**config.mk**
```make
export PLATFORM = sky130hd
export DESIGN_NAME = pipeline_muldiv_unit_flat
export DESIGN_NICKNAME = d
export VERILOG_FILES = /design/src/rtl/muldiv_pkg.sv /design/src/rtl/pipeline_muldiv_unit_if.sv /design/src/rtl/muldiv_sign_unit.sv /design/src/rtl/pipeline_muldiv_unit.sv /design/src/flat_wrapper.sv
export SDC_FILE = /design/constraint.sdc
export NUM_CORES = 1
export LEC_CHECK = 0
export CAP_MARGIN = 20
export CORE_MARGIN = 2
export CORE_UTILIZATION = 25
export DETAILED_ROUTE_END_ITERATION = 8
export HOLD_SLACK_MARGIN = 0.08
export PLACE_DENSITY = 0.46
export SETUP_SLACK_MARGIN = 0.1
export SYNTH_ARGS = -nofsm -noshare
export SYNTH_HDL_FRONTEND = slang
export SYNTH_HIERARCHICAL = 1
export SYNTH_SLANG_ARGS = --single-unit
export TNS_END_PERCENT = 50
```
**constraint.sdc**
```tcl
create_clock -name clk -period 17.1 [get_ports clk]
set_input_delay 3.42 -clock clk [delete_from_list [all_inputs] [get_ports clk]]
set_output_delay 3.42 -clock clk [all_outputs]
set_load 0.01 [all_outputs]
```
**src/rtl/muldiv_pkg.sv**
```systemverilog
// Shared definitions for the iterative multiply/divide unit: op encodings,
// FSM states and op decode helpers.
package muldiv_pkg;

  localparam int unsigned OP_W = 2;

  typedef enum logic [OP_W-1:0] {
    MD_MULT  = 2'd0,
    MD_MULTU = 2'd1,
    MD_DIV   = 2'd2,
    MD_DIVU  = 2'd3
  } md_op_e;

  typedef enum logic [1:0] {
    IDLE   = 2'd0,
    RUN    = 2'd1,
    FINISH = 2'd2
  } md_state_e;

  // Even encodings are the signed flavours, the upper bit selects divide.
  function automatic logic op_is_signed(input logic [OP_W-1:0] op);
    return ~op[0];
  endfunction

  function automatic logic op_is_div(input logic [OP_W-1:0] op);
    return op[1];
  endfunction

endpackage

```
**src/rtl/pipeline_muldiv_unit_if.sv**
```systemverilog
// EX-stage request/response bundle for the multiply/divide unit.
interface pipeline_muldiv_unit_if #(
  parameter int unsigned XLEN = 32
);
  logic            start;
  logic [1:0]      op;
  logic [XLEN-1:0] in1;
  logic [XLEN-1:0] in2;
  logic            flush;
  logic            mthi;
  logic            mtlo;
  logic [XLEN-1:0] wdata;
  logic            busy;
  logic            done;
  logic [XLEN-1:0] hi;
  logic [XLEN-1:0] lo;

  modport master (
    output start, op, in1, in2, flush, mthi, mtlo, wdata,
    input  busy, done, hi, lo
  );

  modport slave (
    input  start, op, in1, in2, flush, mthi, mtlo, wdata,
    output busy, done, hi, lo
  );
endinterface

```
**src/rtl/muldiv_sign_unit.sv**
```systemverilog
// Sign handling around the unsigned core: operand magnitudes on entry,
// conditional negation of the 2*XLEN result (whole or per half) on exit.
module muldiv_sign_unit #(
  parameter int unsigned XLEN = 32
) (
  input  logic [XLEN-1:0]   i_a,
  input  logic [XLEN-1:0]   i_b,
  input  logic              i_signed,
  output logic [XLEN-1:0]   o_abs_a_c,
  output logic [XLEN-1:0]   o_abs_b_c,
  output logic              o_neg_a_c,
  output logic              o_neg_b_c,
  input  logic [2*XLEN-1:0] i_res,
  input  logic              i_neg_full,
  input  logic              i_neg_hi,
  input  logic              i_neg_lo,
  output logic [2*XLEN-1:0] o_res_c
);
  localparam int unsigned RW = 2 * XLEN;

  logic [RW-1:0]   w_res_neg;
  logic [XLEN-1:0] w_hi_neg;
  logic [XLEN-1:0] w_lo_neg;

  assign o_neg_a_c = i_signed & i_a[XLEN-1];
  assign o_neg_b_c = i_signed & i_b[XLEN-1];
  assign o_abs_a_c = o_neg_a_c ? ({XLEN{1'b0}} - i_a) : i_a;
  assign o_abs_b_c = o_neg_b_c ? ({XLEN{1'b0}} - i_b) : i_b;

  assign w_res_neg = {RW{1'b0}} - i_res;
  assign w_hi_neg  = {XLEN{1'b0}} - i_res[RW-1:XLEN];
  assign w_lo_neg  = {XLEN{1'b0}} - i_res[XLEN-1:0];

  // Products negate as one 2*XLEN value; quotient and remainder independently.
  always_comb begin
    o_res_c = i_res;
    if (i_neg_full) begin
      o_res_c = w_res_neg;
    end else begin
      if (i_neg_hi) o_res_c[RW-1:XLEN] = w_hi_neg;
      if (i_neg_lo) o_res_c[XLEN-1:0]  = w_lo_neg;
    end
  end
endmodule

```
**src/rtl/pipeline_muldiv_unit.sv**
```systemverilog
// Iterative radix-2 MULT/MULTU/DIV/DIVU unit with HI/LO registers.
// Define MULDIV_FAST_MUL_EN for single-cycle combinational multiplies.
module pipeline_muldiv_unit
  import muldiv_pkg::*;
#(
  parameter int unsigned XLEN = 32
) (
  input  logic                 clk,
  input  logic                 reset,
  pipeline_muldiv_unit_if.slave md
);
  localparam int unsigned CNT_W = $clog2(XLEN + 1);
  localparam int unsigned AW    = 2 * XLEN;

  md_state_e        r_state, w_state_nx;
  logic [CNT_W-1:0] r_cnt, w_cnt_nx;
  logic [AW-1:0]    r_acc, w_acc_nx;
  logic [XLEN-1:0]  r_b, w_b_nx;
  logic [XLEN-1:0]  r_hi, w_hi_nx;
  logic [XLEN-1:0]  r_lo, w_lo_nx;
  logic             r_div, w_div_nx;
  logic             r_neg_q, w_neg_q_nx;
  logic             r_neg_r, w_neg_r_nx;
  logic             r_dz, w_dz_nx;
  logic             r_done, w_done_nx;
  logic             r_busy;

  logic             w_op_signed, w_op_div, w_fast;
  logic [XLEN-1:0]  w_abs_a, w_abs_b;
  logic             w_neg_a, w_neg_b;
  logic [AW-1:0]    w_res_fix, w_acc_init;
  logic [XLEN:0]    w_mul_sum, w_div_trial;
  logic             w_div_take;
  logic [AW-1:0]    w_mul_step, w_div_step;

  assign w_op_signed = op_is_signed(md.op);
  assign w_op_div    = op_is_div(md.op);

  muldiv_sign_unit #(.XLEN(XLEN)) u_sign (
    .i_a        (md.in1),
    .i_b        (md.in2),
    .i_signed   (w_op_signed),
    .o_abs_a_c  (w_abs_a),
    .o_abs_b_c  (w_abs_b),
    .o_neg_a_c  (w_neg_a),
    .o_neg_b_c  (w_neg_b),
    .i_res      (r_acc),
    .i_neg_full (~r_div & r_neg_q),
    .i_neg_hi   (r_div & r_neg_r),
    .i_neg_lo   (r_div & r_neg_q & ~r_dz),
    .o_res_c    (w_res_fix)
  );

`ifdef MULDIV_FAST_MUL_EN
  logic [AW-1:0] w_fast_prod;
  assign w_fast_prod = AW'(w_abs_a) * AW'(w_abs_b);
  assign w_fast      = ~w_op_div;
  assign w_acc_init  = w_op_div ? {{XLEN{1'b0}}, w_abs_a} : w_fast_prod;
`else
  assign w_fast      = 1'b0;
  assign w_acc_init  = w_op_div ? {{XLEN{1'b0}}, w_abs_a} : {{XLEN{1'b0}}, w_abs_b};
`endif

  // Shift-add: acc = {partial product, remaining multiplier bits}.
  assign w_mul_sum  = {1'b0, r_acc[AW-1:XLEN]} + (r_acc[0] ? {1'b0, r_b} : {(XLEN+1){1'b0}});
  assign w_mul_step = {w_mul_sum, r_acc[XLEN-1:1]};

  // Restoring divide: acc = {remainder, dividend/quotient}. A zero divisor always
  // "takes", leaving quotient all ones and the dividend magnitude as remainder.
  assign w_div_trial = r_acc[AW-1:XLEN-1] - {1'b0, r_b};
  assign w_div_take  = ~w_div_trial[XLEN] | r_dz;
  assign w_div_step  = w_div_take ? {w_div_trial[XLEN-1:0], r_acc[XLEN-2:0], 1'b1}
                                  : {r_acc[AW-2:0], 1'b0};

  always_ff @(posedge clk or posedge reset) begin
    if (reset) r_state <= IDLE;
    else       r_state <= w_state_nx;
  end

  always_comb begin
    w_state_nx = r_state;
    if (md.flush) begin
      w_state_nx = IDLE;
    end else begin
      case (r_state)
        IDLE:    if (md.start) w_state_nx = w_fast ? FINISH : RUN;
        RUN:     if (r_cnt == CNT_W'(1)) w_state_nx = FINISH;
        FINISH:  w_state_nx = IDLE;
        default: w_state_nx = IDLE;
      endcase
    end
  end

  always_comb begin
    w_cnt_nx   = r_cnt;
    w_acc_nx   = r_acc;
    w_b_nx     = r_b;
    w_div_nx   = r_div;
    w_neg_q_nx = r_neg_q;
    w_neg_r_nx = r_neg_r;
    w_dz_nx    = r_dz;
    w_hi_nx    = r_hi;
    w_lo_nx    = r_lo;
    w_done_nx  = 1'b0;
    case (r_state)
      IDLE: begin
        if (md.mthi) w_hi_nx = md.wdata;
        if (md.mtlo) w_lo_nx = md.wdata;
        if (md.start && !md.flush) begin
          w_cnt_nx   = CNT_W'(XLEN);
          w_acc_nx   = w_acc_init;
          w_b_nx     = w_op_div ? w_abs_b : w_abs_a;
          w_div_nx   = w_op_div;
          w_neg_q_nx = w_neg_a ^ w_neg_b;
          w_neg_r_nx = w_neg_a;
          w_dz_nx    = w_op_div && (md.in2 == '0);
        end
      end
      RUN: begin
        if (!md.flush) begin
          w_cnt_nx = r_cnt - CNT_W'(1);
          w_acc_nx = r_div ? w_div_step : w_mul_step;
        end
      end
      FINISH: begin
        if (!md.flush) begin
          w_hi_nx   = w_res_fix[AW-1:XLEN];
          w_lo_nx   = w_res_fix[XLEN-1:0];
          w_done_nx = 1'b1;
        end
      end
      default: ;
    endcase
  end

  always_ff @(posedge clk or posedge reset) begin
    if (reset) begin
      r_cnt   <= '0;
      r_acc   <= '0;
      r_b     <= '0;
      r_div   <= 1'b0;
      r_neg_q <= 1'b0;
      r_neg_r <= 1'b0;
      r_dz    <= 1'b0;
      r_hi    <= '0;
      r_lo    <= '0;
      r_done  <= 1'b0;
      r_busy  <= 1'b0;
    end else begin
      r_cnt   <= w_cnt_nx;
      r_acc   <= w_acc_nx;
      r_b     <= w_b_nx;
      r_div   <= w_div_nx;
      r_neg_q <= w_neg_q_nx;
      r_neg_r <= w_neg_r_nx;
      r_dz    <= w_dz_nx;
      r_hi    <= w_hi_nx;
      r_lo    <= w_lo_nx;
      r_done  <= w_done_nx;
      r_busy  <= (w_state_nx != IDLE);
    end
  end

  assign md.busy = r_busy;
  assign md.done = r_done;
  assign md.hi   = r_hi;
  assign md.lo   = r_lo;
endmodule

```
**src/flat_wrapper.sv**
```systemverilog
// flat-port wrapper written by rule: the top's interface ports become plain ports
module pipeline_muldiv_unit_flat import muldiv_pkg::*;
#(
  parameter int unsigned XLEN = 32
)
  (clk, reset, md_start, md_op, md_in1, md_in2, md_flush, md_mthi, md_mtlo, md_wdata, md_busy, md_done, md_hi, md_lo);
  pipeline_muldiv_unit_if #(.XLEN(XLEN)) md_i ();
  input  logic clk;
  input  logic reset;
  input wire logic [$bits(md_i.start)-1:0] md_start;
  input wire logic [$bits(md_i.op)-1:0] md_op;
  input wire logic [$bits(md_i.in1)-1:0] md_in1;
  input wire logic [$bits(md_i.in2)-1:0] md_in2;
  input wire logic [$bits(md_i.flush)-1:0] md_flush;
  input wire logic [$bits(md_i.mthi)-1:0] md_mthi;
  input wire logic [$bits(md_i.mtlo)-1:0] md_mtlo;
  input wire logic [$bits(md_i.wdata)-1:0] md_wdata;
  output wire logic [$bits(md_i.busy)-1:0] md_busy;
  output wire logic [$bits(md_i.done)-1:0] md_done;
  output wire logic [$bits(md_i.hi)-1:0] md_hi;
  output wire logic [$bits(md_i.lo)-1:0] md_lo;
  assign md_i.start = md_start;
  assign md_i.op = md_op;
  assign md_i.in1 = md_in1;
  assign md_i.in2 = md_in2;
  assign md_i.flush = md_flush;
  assign md_i.mthi = md_mthi;
  assign md_i.mtlo = md_mtlo;
  assign md_i.wdata = md_wdata;
  assign md_busy = md_i.busy;
  assign md_done = md_i.done;
  assign md_hi = md_i.hi;
  assign md_lo = md_i.lo;
  pipeline_muldiv_unit #(.XLEN(XLEN)) u_core (.clk(clk), .reset(reset), .md(md_i));
endmodule
```
==> flow_summary.yaml <==
status:
  status: "finished clean"
placement:
  place_inst: 2970
  place_area_um2: 18290
  place_congestion: 0.8855
  dpl.hpwl_um: 48290
  io_buffers: 169
critical_path:
  cp-start-kind: "input pin"
  cp.required_ps: 17430
  worst_path_most_repeated_cell: "a21oi_1"
  critPathKind: "input pin to register"
  cp_max_fo: 6
  crit_arrival_ps: 6280
  critPathCaptureType: "register"
  cp_slowest_cell: "nor4_1"
  crit_chain: "clkdlybuf4s50_1, nor4_1, nand3_1, nor2_1, a21oi_1, xor2_1, mux2_2, a21oi_1, o21ai_0"
  cp_slowest_stage_delay_ps: 760
die:
  die_area_um2: 65070
  row_count: 92
  pin_count: 170
  die_w_um: 255.1
  start_util: 0.2512
  coreArea_um2: 62740
  dieHeight_um: 255.1
logic_synthesis:
  synth_fp_nets: 2217
  async_flop_share: 1.000
  synth_cell_types: 84
  synth_area_um2: 15760
  synth_edf_count: 0
  yosys_warnings: 6
  ys.flop_type: "dfrtp_1"
  syn-mean-instance-area_um2: 7.722
  synthCells: 2041
  yosysSeqAreaShare: 0.2763
  ys_ff_latch: 174
min_path:
  min_path_type: "register to register"
detailed_routing:
  via_count: 15570
  viasPerCell: 5.188
  drtAntennaViolNets: 0
  wl_per_cell_um: 20.92
  drt-initial-drc-count: 1286
  drc: 0
  first_pass_iters: 5
  wl_um: 62800
cts:
  clockBufferDepth: 2
  root_buffer: "clkbuf_16"
  cts_max_level: 4
  postCtsHoldBufs: 0
  tritoncts: "built"
  clk_pin_slew_worst_paths_ps: 80
  cts_setup_buffers: 0
  clock_latency_ps: 470
  cts.sinks: 174
  cts_resized: 0
  cts_buffers: 17
global_routing:
  grtUsageTotal: 0.1905
  grt_pass1_wl_um: 93470
  grt_pass1_vias: 14840
  grt_start_max_net_pins: 98
  antenna_found_initial: 0
  grt_overflow: 0
power:
  vdd_ir_drop_max_mv: 0.07995
  p_leak_uw: 0.007843
  pwr_density_cell_nw_per_um2: 157.2
layout:
  drive_above_1_share: 0.06076
  n_antenna_cell: 0
  syn_to_final_growth_pct: 19.94
  finalNonFillerCells: 3002
  final_common_cell: "a21oi_1"
  fin_nets: 2319
  fin_area_um2: 18900
  mostFrequentLayoutCells: "285 x a21oi_1, 237 x nor2_1, 176 x nand2_1"
timing:
  worst_pin_slew_ps: 993.3
  slew_viol_final: 0
  min_period_ps: 5952
  fin_setup_tns_ps: 0
  fmax_mhz: 168.0
  post-route-period-util: 0.3481
  setup_viol: 0
  rsz0062_at_grt: "false"
  fin_skew_ps: 12.68
  hold_violations: 0
  relSlewSlack: 0.3317
flow_run:
  drv_cap: 0
layout make-up:
| type | count | area (um2) |
|---|---|---|
| Timing Repair Buffer | 194 | 1874 |
| Multi-Input combinational cell | 1684 | 10720 |
| Tap cell | 846 | 1059 |
| Fill cell | 6778 | 43830 |
| Sequential cell | 174 | 4355 |
| Clock inverter | 12 | 161.4 |
| Inverter | 72 | 275.3 |
| Clock buffer | 20 | 456.7 |
cell families after synthesis:
family | synth area share
buf+inv | 0.04652
xor+xnor | 0.09113
simple gates | 0.2201
fa+ha+maj | 0.05811
flops | 0.2763
compound gates | 0.2404
mux | 0.06748
final timing paths:
kind                       slack (ps)  cells after the start               end             start
hold / removal                    490                      2    u_core/r_neg_r    u_core/r_neg_r
min in group asynchronous        3440                      2   u_core/md.hi[6]             reset
setup / recovery                11150                      9  u_core/r_acc[25]         md_in1[6]
setup reg to reg                12520                     12  u_core/r_acc[60]  u_core/r_acc[32]
hold reg to reg                   490                      2    u_core/r_neg_r    u_core/r_neg_r
max in group asynchronous       11560                      4      u_core/r_div             reset
flip-flops by register name (all words and copies together) (netlist names):
signal and cells:
u_core/r_div 1, u_core/md.done 1, u_core/r_cnt 6, u_core/md.busy 1, u_core/r_acc 64, u_core/r_neg_q 1, u_core/r_b 32, u_core/r_state 2
u_core/md.lo 32, u_core/md.hi 32, u_core/r_dz 1, u_core/r_neg_r 1
metal layers:
metal | vias up | routed length, um | track usage
met4 | 0 | 1613 | 0.06048
met2 | 447 | 28870 | 0.3028
li1 | 7535 | - | -
met3 | 51 | 2774 | 0.02217
met5 | - | 0 | 0
met1 | 7540 | 29540 | 0.2684
metrics by stage:
stage	util	hold WS, ps	setup slack [ps]	total power, uW
after floorplan	-	439.3	8963	1875
after global placement	0.2915	457.9	10780	2520
after detailed placement	0.2915	463.1	10770	2523
after CTS	0.3013	482.9	11270	2968
after global routing	0.3013	507.7	11010	3193
final	0.3013	492.6	11150	2971
critical path, delay by kind of cell:
| family | cells | cell delay, ps |
|---|---|---|
| AND/OR/NAND/NOR | 3 | 1600 |
| buffers and inverters | 1 | 450 |
| AO/OA/AOI/OAI | 3 | 350 |
| XOR/XNOR | 1 | 180 |
| multiplexers | 1 | 270 |
synth_stat cells, drive strengths merged, types with 10 or more instances:
cell | count | share of area
nor2 | 239 | 0.057
xnor2 | 83 | 0.046
or3 | 12 | 0.0048
nand3 | 26 | 0.0083
inv | 71 | 0.017
clkbuf | 87 | 0.021
nor3 | 44 | 0.014
dfrtp | 174 | 0.28
a21o | 31 | 0.015
o31ai | 19 | 0.010
a21oi | 288 | 0.092
and2 | 41 | 0.016
nand2 | 176 | 0.042
nand2b | 20 | 0.0079
ha | 70 | 0.056
buf | 24 | 0.0087
a211oi | 13 | 0.0071
mux2i | 69 | 0.045
nor4 | 47 | 0.020
xor2 | 81 | 0.045
a31oi | 25 | 0.0099
nand4 | 17 | 0.0067
o21ai | 151 | 0.048
o21a | 10 | 0.0048
mux2 | 32 | 0.023
nor2b | 46 | 0.018
o221ai | 23 | 0.013
report_power, final:
part | switching (uW) | leakage (uW) | total, uW | internal [uW]
combinational | 1030 | 0.00544 | 1750 | 713
sequential | 264 | 0.00210 | 794 | 530
clock | 201 | 0.000301 | 431 | 230
total | 1500 | 0.00784 | 2970 | 1470
No activity file was read; power rests on OpenSTA's default activity.
